<file path="src/rtl/cmp_multi.sv">
// Multi-channel minimum-energy tracker: per-cycle min across channels (stage 1),
// best-so-far update with stall/target termination (stage 2), IDLE/RUN/DONE control.
module cmp_multi #(
    parameter int ENERGY_W   = 15,
    parameter int NUM_SPIN   = 64,
    parameter int NUM_CH     = 4,
    parameter int FAIL_W     = 16,
    parameter int TIE_UPDATE = 0,
    localparam int CH_W      = (NUM_CH > 1) ? $clog2(NUM_CH) : 1
) (
    input  logic                         clk_i,
    input  logic                         reset_i,
    input  logic                         start_i,
    input  logic [NUM_CH-1:0]            cand_valid_i,
    input  logic [NUM_CH*ENERGY_W-1:0]   cand_energy_i,
    input  logic [NUM_CH*NUM_SPIN-1:0]   cand_spin_i,
    input  logic [FAIL_W-1:0]            max_fails_i,
    input  logic                         target_en_i,
    input  logic [ENERGY_W-1:0]          target_energy_i,
    input  logic                         done_ack_i,
    output logic                         busy_o,
    output logic                         done_o,
    output logic [1:0]                   done_cause_o,
    output logic                         best_valid_o,
    output logic [ENERGY_W-1:0]          best_energy_o,
    output logic [NUM_SPIN-1:0]          best_spin_o,
    output logic [CH_W-1:0]              best_ch_o,
    output logic [FAIL_W-1:0]            fail_count_o
);

    typedef enum logic [1:0] {StIdle, StRun, StDone} state_e;

    state_e                      state_q;
    logic                        s1_valid_q;
    logic signed [ENERGY_W-1:0]  s1_energy_q;
    logic [NUM_SPIN-1:0]         s1_spin_q;
    logic [CH_W-1:0]             s1_ch_q;
    logic                        best_valid_q, best_valid_d;
    logic signed [ENERGY_W-1:0]  best_energy_q, best_energy_d;
    logic [NUM_SPIN-1:0]         best_spin_q, best_spin_d;
    logic [CH_W-1:0]             best_ch_q, best_ch_d;
    logic [FAIL_W-1:0]           fail_count_q, fail_count_d;
    logic [1:0]                  done_cause_q;

    logic                        min_hit;
    logic signed [ENERGY_W-1:0]  min_energy;
    logic [NUM_SPIN-1:0]         min_spin;
    logic [CH_W-1:0]             min_ch;
    logic                        improve, stall, target_hit, term;

    // Strict less-than keeps the lowest index on equal energies.
    always_comb begin
        min_hit    = 1'b0;
        min_energy = '0;
        min_spin   = '0;
        min_ch     = '0;
        for (int i = 0; i < NUM_CH; i++) begin
            if (cand_valid_i[i] &&
                (!min_hit || $signed(cand_energy_i[i*ENERGY_W +: ENERGY_W]) < min_energy)) begin
                min_hit    = 1'b1;
                min_energy = $signed(cand_energy_i[i*ENERGY_W +: ENERGY_W]);
                min_spin   = cand_spin_i[i*NUM_SPIN +: NUM_SPIN];
                min_ch     = CH_W'(i);
            end
        end
    end

    always_comb begin
        improve = s1_valid_q &&
                  (!best_valid_q || (s1_energy_q < best_energy_q) ||
                   ((TIE_UPDATE != 0) && (s1_energy_q == best_energy_q)));
        best_valid_d  = best_valid_q | improve;
        best_energy_d = improve ? s1_energy_q : best_energy_q;
        best_spin_d   = improve ? s1_spin_q   : best_spin_q;
        best_ch_d     = improve ? s1_ch_q     : best_ch_q;
        if (improve) begin
            fail_count_d = '0;
        end else if (s1_valid_q && (fail_count_q != '1)) begin
            fail_count_d = fail_count_q + 1'b1;
        end else begin
            fail_count_d = fail_count_q;
        end
        stall      = s1_valid_q && (max_fails_i != '0) && (fail_count_d >= max_fails_i);
        target_hit = s1_valid_q && target_en_i && best_valid_d &&
                     (best_energy_d <= $signed(target_energy_i));
        term       = stall | target_hit;
    end

    always_ff @(posedge clk_i) begin
        if (reset_i) begin
            state_q       <= StIdle;
            s1_valid_q    <= 1'b0;
            s1_energy_q   <= '0;
            s1_spin_q     <= '0;
            s1_ch_q       <= '0;
            best_valid_q  <= 1'b0;
            best_energy_q <= '0;
            best_spin_q   <= '0;
            best_ch_q     <= '0;
            fail_count_q  <= '0;
            done_cause_q  <= 2'b00;
        end else if (start_i) begin
            // Best energy/spin/ch deliberately keep their old values here.
            state_q      <= StRun;
            s1_valid_q   <= 1'b0;
            best_valid_q <= 1'b0;
            fail_count_q <= '0;
            done_cause_q <= 2'b00;
        end else begin
            unique case (state_q)
                StIdle: ;
                StRun: begin
                    best_valid_q  <= best_valid_d;
                    best_energy_q <= best_energy_d;
                    best_spin_q   <= best_spin_d;
                    best_ch_q     <= best_ch_d;
                    fail_count_q  <= fail_count_d;
                    // A result captured on the terminating edge is dropped.
                    s1_valid_q    <= min_hit && !term;
                    if (min_hit) begin
                        s1_energy_q <= min_energy;
                        s1_spin_q   <= min_spin;
                        s1_ch_q     <= min_ch;
                    end
                    if (term) begin
                        state_q      <= StDone;
                        done_cause_q <= {target_hit, stall};
                    end
                end
                StDone: begin
                    if (done_ack_i) begin
                        state_q <= StIdle;
                    end
                end
                default: state_q <= StIdle;
            endcase
        end
    end

    assign busy_o        = (state_q == StRun);
    assign done_o        = (state_q == StDone);
    assign done_cause_o  = done_cause_q;
    assign best_valid_o  = best_valid_q;
    assign best_energy_o = best_energy_q;
    assign best_spin_o   = best_spin_q;
    assign best_ch_o     = best_ch_q;
    assign fail_count_o  = fail_count_q;

endmodule

</file>
<file path="config.mk">
export PLATFORM = sky130hd
export DESIGN_NAME = cmp_multi
export DESIGN_NICKNAME = d
export VERILOG_FILES = /design/src/rtl/cmp_multi.sv
export SDC_FILE = /design/constraint.sdc
export NUM_CORES = 1
export LEC_CHECK = 0
export CAP_MARGIN = 20
export CORE_AREA = 3 3 178 180
export CTS_BUF_LIST = sky130_fd_sc_hd__clkbuf_2
export DETAILED_ROUTE_END_ITERATION = 8
export DIE_AREA = 0 0 181 183
export HOLD_SLACK_MARGIN = 0.12
export PLACE_DENSITY_LB_ADDON = 0.05
export SETUP_SLACK_MARGIN = 0.05
export SLEW_MARGIN = 10
export SYNTH_ARGS = -nofsm -noshare
export SYNTH_HDL_FRONTEND = slang
export SYNTH_SLANG_ARGS = --single-unit
</file>
<file path="constraint.sdc">
create_clock -name clk_i -period 15 [get_ports clk_i]
set_clock_uncertainty 0.1 [all_clocks]
set_input_delay 1.5 -clock clk_i [delete_from_list [all_inputs] [get_ports clk_i]]
set_output_delay 1.5 -clock clk_i [all_outputs]
set_load 0.01 [all_outputs]
</file>
==> results_dict.tcl <==
set metrics [dict create \
    critPathMostFrequentCell "buf_4" \
    overflow 0 \
    die_area_mm2 0.0331 \
    p_leak_nw 6.63 \
    ctsHoldBuffers 0 \
    first_pass_iters 6 \
    hpwl_um 32600 \
    die_h_um 183 \
    rows 64 \
    worstSetupStartpointType "input pin" \
    clock_sinks 184 \
    grt_pass1_vias 11725 \
    critical_path.max_stage_delay_ns 0.81 \
    drt-wirelength-per-cell_um 18.3 \
    relSlewSlack_pct 30.7 \
    p_clk_share_pct 21.8 \
    synth_edf_count 0 \
    synth_seq_area_share_pct 31.5 \
    finalSetupTns_ns 0 \
    first_iter_violations 703 \
    slew_viol_final 0 \
    ant_nets 0 \
    p_sw_mw 0.426 \
    ys_ff_latch 184 \
    cp_max_fo 70 \
    worstMarginPinSlew_ns 1.04 \
    dpl_cell_area_mm2 0.0164 \
    grt_first_pass_wirelength_um 65100 \
    ir_drop_mv 0.0499 \
    internal-power_mw 0.781 \
    final_area_mm2 0.0167 \
    switching_share_pct 35.3 \
    syn_avg_cell_area_um2 7.42 \
    timing.final.crit_share_pct 73.2 \
    min_period_ns 10.98 \
    core_area_mm2 0.0303 \
    gp_congestion 0.904 \
    rsz0062_at_grt "no" \
    synthFlopType "dfxtp_1" \
    fmax_mhz 91.1 \
    finalHoldViolCount 0 \
    antenna_found_initial 3 \
    setup_viol 0 \
    power_frac_seq_pct 43.1 \
    hp-class "flop to flop" \
    cts_setup_buffers 0 \
    maxCapViolCount 0 \
    synth_nets 2012 \
    io_pins 458 \
    htreeDepth 4 \
    cts_tree "yes" \
    critical_path.slowest_cell "buf_4" \
    start_util_pct 38.5 \
    numPortBuffers 457 \
    grt_max_degree 103 \
    nets 2388 \
    netlist_instances 1575 \
    die_w_um 181 \
    root_buffer "clkbuf_2" \
    drive_gt1_share_pct 3.97 \
    combPwrFrac_pct 35.1 \
    synth.area.top_cells "dfxtp_1 (32%), nand2_1 (9.3%), ha_1 (8.7%)" \
    dp.cells 2328 \
    worst-setup-path-type "input pin to flop" \
    cts_resized 0 \
    status "finished, final reports clean" \
    async_flop_share_pct 0 \
    fin_cells 2361 \
    syn_to_final_growth_pct 42.7 \
    arrival_ns 11.55 \
    viasPerCell 5.27 \
    wl_um 43100 \
    synth_top_area_share_pct 31.5 \
    worstSetupEndpointType "flop" \
    pwr_density_cell_mw_per_mm2 72.4 \
    syn_area_mm2 0.0117 \
    synth_top_area_cell "dfxtp_1" \
    ys_warn_count 0 \
    clk_path_buf_depth 2 \
    grt_usage_pct 24.5 \
    drc 0 \
    cp.required_ns 15.57 \
    num_vias 12450 \
    cts_buffers 17 \
    ys_types 59 \
    clk_latency_ns 0.79 \
    clkTransAtPathRegs_ns 0.29 \
    holdWs_ns 0.349 \
]
-- cell usage after synthesis (all sizes together), types with 35 or more instances --
cell type	number
nand3	79
nor2	185
o21ai	35
ha	81
a21oi	105
inv	63
nand2	291
a211oi	70
clkbuf	98
dfxtp	184
mux2i	79
a31oi	78
-- cell type report --
class,count,area (µm²)
Sequential cell,184,3680
Fill cell,2975,13700
Clock inverter,15,161
Clock buffer,17,85.1
Antenna cell,1,2.50
Inverter,64,240
Tap cell,396,495
Multi-Input combinational cell,1213,7330
Timing Repair Buffer,471,4670
-- worst max-delay path, delay by kind of cell --
family / cells / cell delay [ns]
adder cells (fa/ha/maj): 3 / 1.01
buffers and inverters: 7 / 3.27
AO/OA/AOI/OAI: 11 / 3.26
AND/OR/NAND/NOR: 8 / 1.28
multiplexers: 3 / 0.82
XOR/XNOR: 1 / 0.13
-- per-layer routing --
layer	wire [µm]	vias to the layer above	global-route usage [%]	part of all wire, %
met5	14	-	0	0.032
met3	3220	67	6.72	7.5
met2	20400	434	41.6	47
met4	1380	4	8.23	3.2
met1	18100	5639	30.3	42
li1	-	6306	-	-
-- sequential cells by signal (all words and copies together), names as in the netlist --
register / count
best_ch_o: 2
best_energy_o: 15
best_spin_o: 64
best_valid_o: 1
done_cause_o: 2
fail_count_o: 16
s1_ch_q: 2
s1_energy_q: 15
s1_spin_q: 64
s1_valid_q: 1
state_q: 2
-- power by group through the flow --
| stage | clock, mW | sequential [mW] | combinational, mW |
|---|---|---|---|
| after floorplan | 0 | 0.526 | 0.258 |
| after global placement | 0 | 0.528 | 0.419 |
| after detailed placement | 0 | 0.529 | 0.424 |
| after CTS | 0.274 | 0.520 | 0.426 |
| after global routing | 0.293 | 0.523 | 0.466 |
| final | 0.263 | 0.520 | 0.424 |
-- cell families (layout without fill, tap and decap cells) --
kind of cell	Yosys count	in the layout	synth area share (%)
flip-flops	184	184	31.5
AO/OA/AOI/OAI	349	349	18.9
multiplexers	95	95	8.31
XOR/XNOR	17	17	1.27
adder cells (fa/ha/maj)	86	86	9.12
other	0	1	0
buffers and inverters	178	567	6.14
AND/OR/NAND/NOR	666	666	24.7
-- placed cells by master (no fill, tap or decap), drive strengths merged, types with 7 or more instances in the layout --
master,count
nor2,185
dfxtp,184
nand4,15
clkdlybuf4s50,455
clkbuf,17
o21a,7
o21ai,35
buf,16
nor3,8
a211oi,70
mux2,16
mux2i,79
nor2b,8
nor4,34
nand2,291
xor2,12
a21o,26
inv,70
ha,81
clkinv,7
and3,18
nand2b,9
a21oi,105
a31oi,78
nand3,79
-- worst paths after layout --
check             cells past startpoint  slack, ns       startpoint               to
setup reg to reg                     28       8.82   s1_energy_q[1]       s1_valid_q
setup / recovery                     33       4.02  cand_valid_i[0]     s1_spin_q[4]
hold reg to reg                       2       0.35    s1_spin_q[55]  best_spin_o[55]
hold / removal                        2       0.35    s1_spin_q[55]  best_spin_o[55]
-- stage by stage --
| step | setup WS [ns] | utilization [%] | power (mW) |
|---|---|---|---|
| 2_1_floorplan | 6.40 | - | 0.784 |
| 3_3_place_gp | 3.60 | 54.1 | 0.947 |
| 3_5_place_dp | 3.26 | 54.1 | 0.952 |
| 4_1_cts | 4.14 | 54.9 | 1.22 |
| 5_1_grt | 3.31 | 55.0 | 1.28 |
| 6_report | 4.02 | 55.0 | 1.21 |
No activity file was read; power rests on OpenSTA's default activity.
